<file path="config.mk">
export PLATFORM = sky130hd
export DESIGN_NAME = regfile_bypass
export DESIGN_NICKNAME = d
export VERILOG_FILES = /design/src/rtl/regfile_bypass.sv
export SDC_FILE = /design/constraint.sdc
export NUM_CORES = 2
export LEC_CHECK = 0
export BUFFER_PORTS_ARGS = -buffer_cell sky130_fd_sc_hd__clkbuf_2
export CORE_UTILIZATION = 52
export CTS_BUF_LIST = sky130_fd_sc_hd__clkbuf_8
export DETAILED_ROUTE_END_ITERATION = 8
export MAX_ROUTING_LAYER = met4
export PLACE_DENSITY = 0.68
export SETUP_SLACK_MARGIN = 0.02
export SKIP_CTS_REPAIR_TIMING = 1
export SYNTH_ARGS = -nofsm -noshare
export SYNTH_HDL_FRONTEND = slang
export SYNTH_SLANG_ARGS = --single-unit
</file>
<file path="constraint.sdc">
create_clock -name Clk -period 85.1 [get_ports Clk]
set_input_delay 8.51 -clock Clk [delete_from_list [all_inputs] [get_ports Clk]]
set_output_delay 8.51 -clock Clk [all_outputs]
set_load 0.02 [all_outputs]
</file>
<file path="src/rtl/regfile_bypass.sv">
// Multi-read-port register file with a hardwired zero register, same-cycle
// write-to-read bypass and a per-register busy scoreboard for issue tracking.
module regfile_bypass #(
  parameter int WIDTH    = 64,
  parameter int DEPTH    = 32,
  parameter int NUM_READ = 2,
  parameter int ZERO_REG = 31,
  parameter int ADDR_W   = $clog2(DEPTH)
) (
  input  logic                         Clk,
  input  logic                         Reset,
  input  logic                         RegWrite,
  input  logic [ADDR_W-1:0]            WriteAddr,
  input  logic [WIDTH-1:0]             WriteData,
  input  logic [NUM_READ*ADDR_W-1:0]   ReadAddr,
  output logic [NUM_READ*WIDTH-1:0]    ReadData,
  output logic [NUM_READ-1:0]          ReadBusy,
  input  logic                         IssueValid,
  input  logic [ADDR_W-1:0]            IssueAddr,
  output logic                         AnyBusy
);

  localparam bit                ZERO_EN  = (ZERO_REG < DEPTH);
  localparam logic [ADDR_W-1:0] ZERO_IDX = ADDR_W'(ZERO_REG);

  logic [WIDTH-1:0] regs [DEPTH];
  logic [DEPTH-1:0] busy_reg;
  logic [DEPTH-1:0] busy_next;

  logic write_en;
  logic issue_en;
  logic bypass_active;

  assign write_en      = RegWrite && !(ZERO_EN && (WriteAddr == ZERO_IDX));
  assign issue_en      = IssueValid && !(ZERO_EN && (IssueAddr == ZERO_IDX));
  // Bypass is suppressed while reset is high so every read returns zero.
  assign bypass_active = RegWrite && !Reset;

  // Clear before set: a new producer issuing to the retiring register keeps it busy.
  always_comb begin
    busy_next = busy_reg;
    if (write_en) begin
      busy_next[WriteAddr] = 1'b0;
    end
    if (issue_en) begin
      busy_next[IssueAddr] = 1'b1;
    end
  end

  always_ff @(posedge Clk or posedge Reset) begin
    if (Reset) begin
      for (int i = 0; i < DEPTH; i++) begin
        regs[i] <= '0;
      end
      busy_reg <= '0;
    end else begin
      if (write_en) begin
        regs[WriteAddr] <= WriteData;
      end
      busy_reg <= busy_next;
    end
  end

  generate
    for (genvar gi = 0; gi < NUM_READ; gi++) begin : g_read
      logic [ADDR_W-1:0] rd_addr;
      logic              rd_zero;
      logic              rd_hit;

      assign rd_addr = ReadAddr[gi*ADDR_W +: ADDR_W];
      assign rd_zero = ZERO_EN && (rd_addr == ZERO_IDX);
      assign rd_hit  = bypass_active && (WriteAddr == rd_addr);

      assign ReadData[gi*WIDTH +: WIDTH] = (Reset || rd_zero) ? '0 :
                                           rd_hit            ? WriteData :
                                                               regs[rd_addr];
      assign ReadBusy[gi] = busy_reg[rd_addr] && !rd_hit && !rd_zero;
    end
  endgenerate

  assign AnyBusy = |busy_reg;

endmodule

</file>
After elaboration in Yosys (flattened, before gate mapping)
Cells that the tools add are included.

cells by class
  magnitude comparators = 10
  equality and inequality tests = 6
  muxes and demuxes = 23
  bitwise gates (word level) = 6
  reduce and logical (&&, ||, !) cells = 22

operators with widths
  cell                  count
  $bwmux W2048          1
  $bmux W64 S5          2
  $mux W64              9
  $demux W64 S5         1
  $mux W32              2
  $and A32 B32 Y32      1
  $not A32 Y32          1
  $or A32 B32 Y32       1
  $reduce_or A32 Y1     1
  $lt A5 B6 Y1 const B  4
  $eq A5 B5 Y1 const B  4
  $ge A6 B6 Y1 const B  3
  $not A5 Y6            3
  $logic_and A1 B1 Y1   12
  $bmux W1 S5           2
  $demux W1 S5          2
  $eq A5 B5 Y1          2
  $ge A5 B1 Y1 const B  2
  $logic_not A1 Y1      7
  $lt A6 B1 Y1 const B  1
  $mux W1               4
  $logic_or A1 B1 Y1    2

word-level totals
  bits in registers = 2,080
  word-level logic and storage cells = 100

Depth between registers and ports, before layout
  depth after elaboration = 9
  mapped depth = 10
  depth with buffers taken out = 5

Least setup slack after synthesis
OpenSTA, ideal clock, no wires.

  path kind = input to output
  from = input port Reset
  to = output port ReadData[19]
  arrival = 58,081 ps
  slack = 18,509 ps
  cell stages on the path = 6
  buffers on the path = 1
  cells stage by stage = inv_1 -> nand3_1 -> o21ai_1 -> buf_2 -> a21oi_1 -> a32o_1

on the way
  word-level cells in the longest chain between the ends = 5
  elaborated cells between the ends (all ways) = 6

ends and longest elaborated chain
  element                            line  source
  start: declaration                 11    input logic Reset,
  $logic_not A1 Y1 (no source line)  n/a
  $logic_and A1 B1 Y1                37    assign bypass_active = RegWrite && !Reset;
  $logic_and A1 B1 Y1                72    assign rd_hit = bypass_active && (WriteAddr == rd_addr);
  $mux W64                           75    rd_hit ? WriteData :
  $mux W64 (*)                       74    assign ReadData[gi*WIDTH +: WIDTH] = (Reset || rd_zero) ? '0 :
  end: declaration                   16    output logic [NUM_READ*WIDTH-1:0] ReadData,

Every way passes the cells marked *; elsewhere a longest branch is shown, timed or not.

Final worst setup path
  from = input port ReadAddr[0]
  to = output port ReadData[28]

on the way
  word-level cells in the longest chain between the ends = 6
  elaborated cells between the ends (all ways) = 10

ends and longest elaborated chain
  element                                      line  source
  start: declaration                           15    input logic [NUM_READ*ADDR_W-1:0] ReadAddr,
  $not A5 Y6 (implied by the code)             76    regs[rd_addr];
  $bmux W64 S5                                 76
  $mux W64 (implied by the code) (2 in a row)  76
  $mux W64                                     75
  $mux W64 (*)                                 74

Every way passes the cells marked *; elsewhere a longest branch is shown, timed or not. The select of a mux whose other input is x is not followed.

==> impl_metrics.toml <==
[run_status]
outcome = "finished, final reports clean"

[critical_path]
worstSetupPathType = "in2out"
reg2regPathDepth = 1
r2r_end = "regs[726]"
cp_slowest_cell = "buf_4"
reg2reg_setup_slack_ns = 84.27
crit_top_cell = "buf_4"
end_kind = "output port"
arrival_ns = 13.83
cp.required_ns = 76.59
critical_path.max_stage_delay_ns = 0.80
crit_chain = "buf_8 > buf_4 > buf_4 > buf_4 > buf_4 > mux4_2 > a211oi_1 > o21ai_1 > a22o_1 > clkbuf_2"
reg2reg_from = "regs[726]"
path_max_fanout = 66
worstSetupStartpoint = "ReadAddr[0]"
start_kind = "input port"

[place]
place_area_um2 = 114000
dp.cells = 9960
port_buffers = 218
place.gp.congestion = 0.908
hpwl_um = 225000

[detailed_routing]
dr.max_layer_used = "met4"
vias = 76800
drt_iter0_markers = 9992
drc = 0
ant_nets = 0
viasPerCell = 7.24
met3_length_um = 42800
first_pass_iters = 6
route.met2.wl_um = 183000
wire_per_inst_um = 37.9
wl_met1_um = 151000
wirelength_um = 402000

[sta]
slew_violations = 0
worst_pin_slew_ns = 1.43
relSlewSlack_pct = 4.97
tns_ns = 0
period_minus_slack_ns = 22.34
finalCritPeriodShare_pct = 26.2
hold_violations = 0
fin_skew_ns = 0
grt_setup_unrepaired = "false"
finalSetupViolCount = 0
max_freq_mhz = 44.8

[pwr]
total_power_mw = 2.83
p_per_area_nw_per_um2 = 23.4
leakage_nw = 53.0
ir_worst_vdd_v = 0.0000189

[yosys]
ys_ff_latch = 2080
yosys.area_share.simple_pct = 1.99
async_reset_ff_share_pct = 100
postSynthAreaPerCell_um2 = 14.6
netlist_instances = 7618
synth_top_family_by_area = "multiplexers"
ys.flop_type = "dfrtp_1"
synth_nets = 7706
synth_fa_ha_area_share_pct = 0
synth_compound_gate_area_share_pct = 5.55
seq_area_frac_synth_pct = 46.7
yosys_warnings = 0
synth_xor_area_share_pct = 0.0785
syn-cell-area_um2 = 112000
yosysUniqueCellTypes = 81
synth.area.mux_share_pct = 41.6
synth-edff-count = 0

[layout]
nNetsFinal = 7597
largest_reg_flops = 2048
design_area_um2 = 121000
layout_commonest_cell = "dfrtp_1"
drive_above_1_share_pct = 48.8
instances_no_fill = 10600
final_cell_mix = "2,080 x dfrtp_1, 1,900 x mux2_2, 874 x mux4_2"
syn_to_final_growth_pct = 8.40

[clocking]
clk_latency_ns = 1.09
h-tree-depth = 5
clock-sinks = 2080
clock_path_buffers = 4
path_clk_slew_ns = 0.07
numCtsBuffers = 368
root_buffer = "clkbuf_8"
cts_tree = "done"

[min_path]
hold_path_end = "regs[22]"
hp-start = "regs[22]"
whs_path_depth = 0
hold_path.class = "reg2reg"

[global_route]
grt_pass1_wl_um = 575000
grt_max_degree = 177
grt_usage_pct = 38.3
overflow = 0
antenna_found_initial = 25
grt_pass1_vias = 77500

[floorplanning]
coreArea_um2 = 213000
die_w_um = 465
rows = 169
dieHeight_um = 465
io_pins = 219
die_area_um2 = 216000
start_util_pct = 52.5

[flow_run]
drv_cap = 0
## cell usage after synthesis, drive strengths merged, types with 11 or more instances
library cell	n	area (um^2)
a211oi	100	751
a21oi	118	591
a221oi	14	135
a22o	74	648
a22oi	92	691
a31oi	24	150
a32o	14	140
buf	457	2880
clkbuf	434	1630
dfrtp	2080	52000
mux2	2062	23200
mux2i	351	3510
mux4	874	19700
nand2	109	409
nand2b	15	93.8
nand3	21	110
nor2	133	557
nor2b	31	194
nor3	40	205
nor3b	11	97.6
nor4	27	169
o211ai	17	128
o21ai	159	796
o221ai	61	541
o22a	14	123
o22ai	168	1050
## worst max-delay path by stage
stage	end	slack [ns]	cells after the start
floorplan	busy_reg[0]	17.80	1
global placement	ReadData[23]	62.63	10
detailed placement	ReadData[28]	62.69	10
CTS	ReadData[28]	62.68	10
global route	ReadData[23]	62.39	10
finish	ReadData[28]	62.76	10
## where the power goes
| group | switching [mW] | total, mW | internal, mW | leakage [nW] |
|---|---|---|---|---|
| Clock | 0.430 | 0.929 | 0.499 | 4.09 |
| Combinational | 0.249 | 0.582 | 0.334 | 22.2 |
| Sequential | 0.144 | 1.32 | 1.18 | 26.7 |
| Total | 0.822 | 2.83 | 2.01 | 53.0 |
## cells by family (layout without fill, tap and decap cells)
group / Yosys count / in the layout
simple gates: 440 / 440
compound gates: 903 / 903
flops: 2080 / 2080
other cells: 0 / 43
xor+xnor: 10 / 10
mux: 3287 / 3287
buf+inv: 898 / 1033
## worst max-delay path, delay by kind of cell
family,cells,cell delay [ns]
mux,1,0.60
compound gates,3,0.75
buf+inv,6,3.70
## layer usage
layer | vias up | track usage [%]
li1 | 29300 | -
met2 | 5134 | 55.9
met3 | 1269 | 9.07
met1 | 41100 | 48.9
met5 | - | -
met4 | 0 | 22.7
## metrics by stage
stage / hold WS [ns] / setup slack (ns) / util [%]
after CTS: 0.397 / 62.68 / 56.8
after global placement: 0.376 / 62.63 / 53.5
after global routing: 0.405 / 62.39 / 56.9
after floorplan: 0.440 / 17.80 / -
final: 0.399 / 62.76 / 56.9
after detailed placement: 0.384 / 62.69 / 53.5
## cell type report
class,count,area (um^2)
Clock inverter,155,822
Fill cell,16900,91600
Multi-Input combinational cell,4640,55300
Timing Repair Buffer,412,2740
Inverter,7,38.8
Sequential cell,2080,52000
Tap cell,2821,3530
Antenna cell,43,108
Clock buffer,459,6320
No activity file was read; power rests on OpenSTA's default activity.
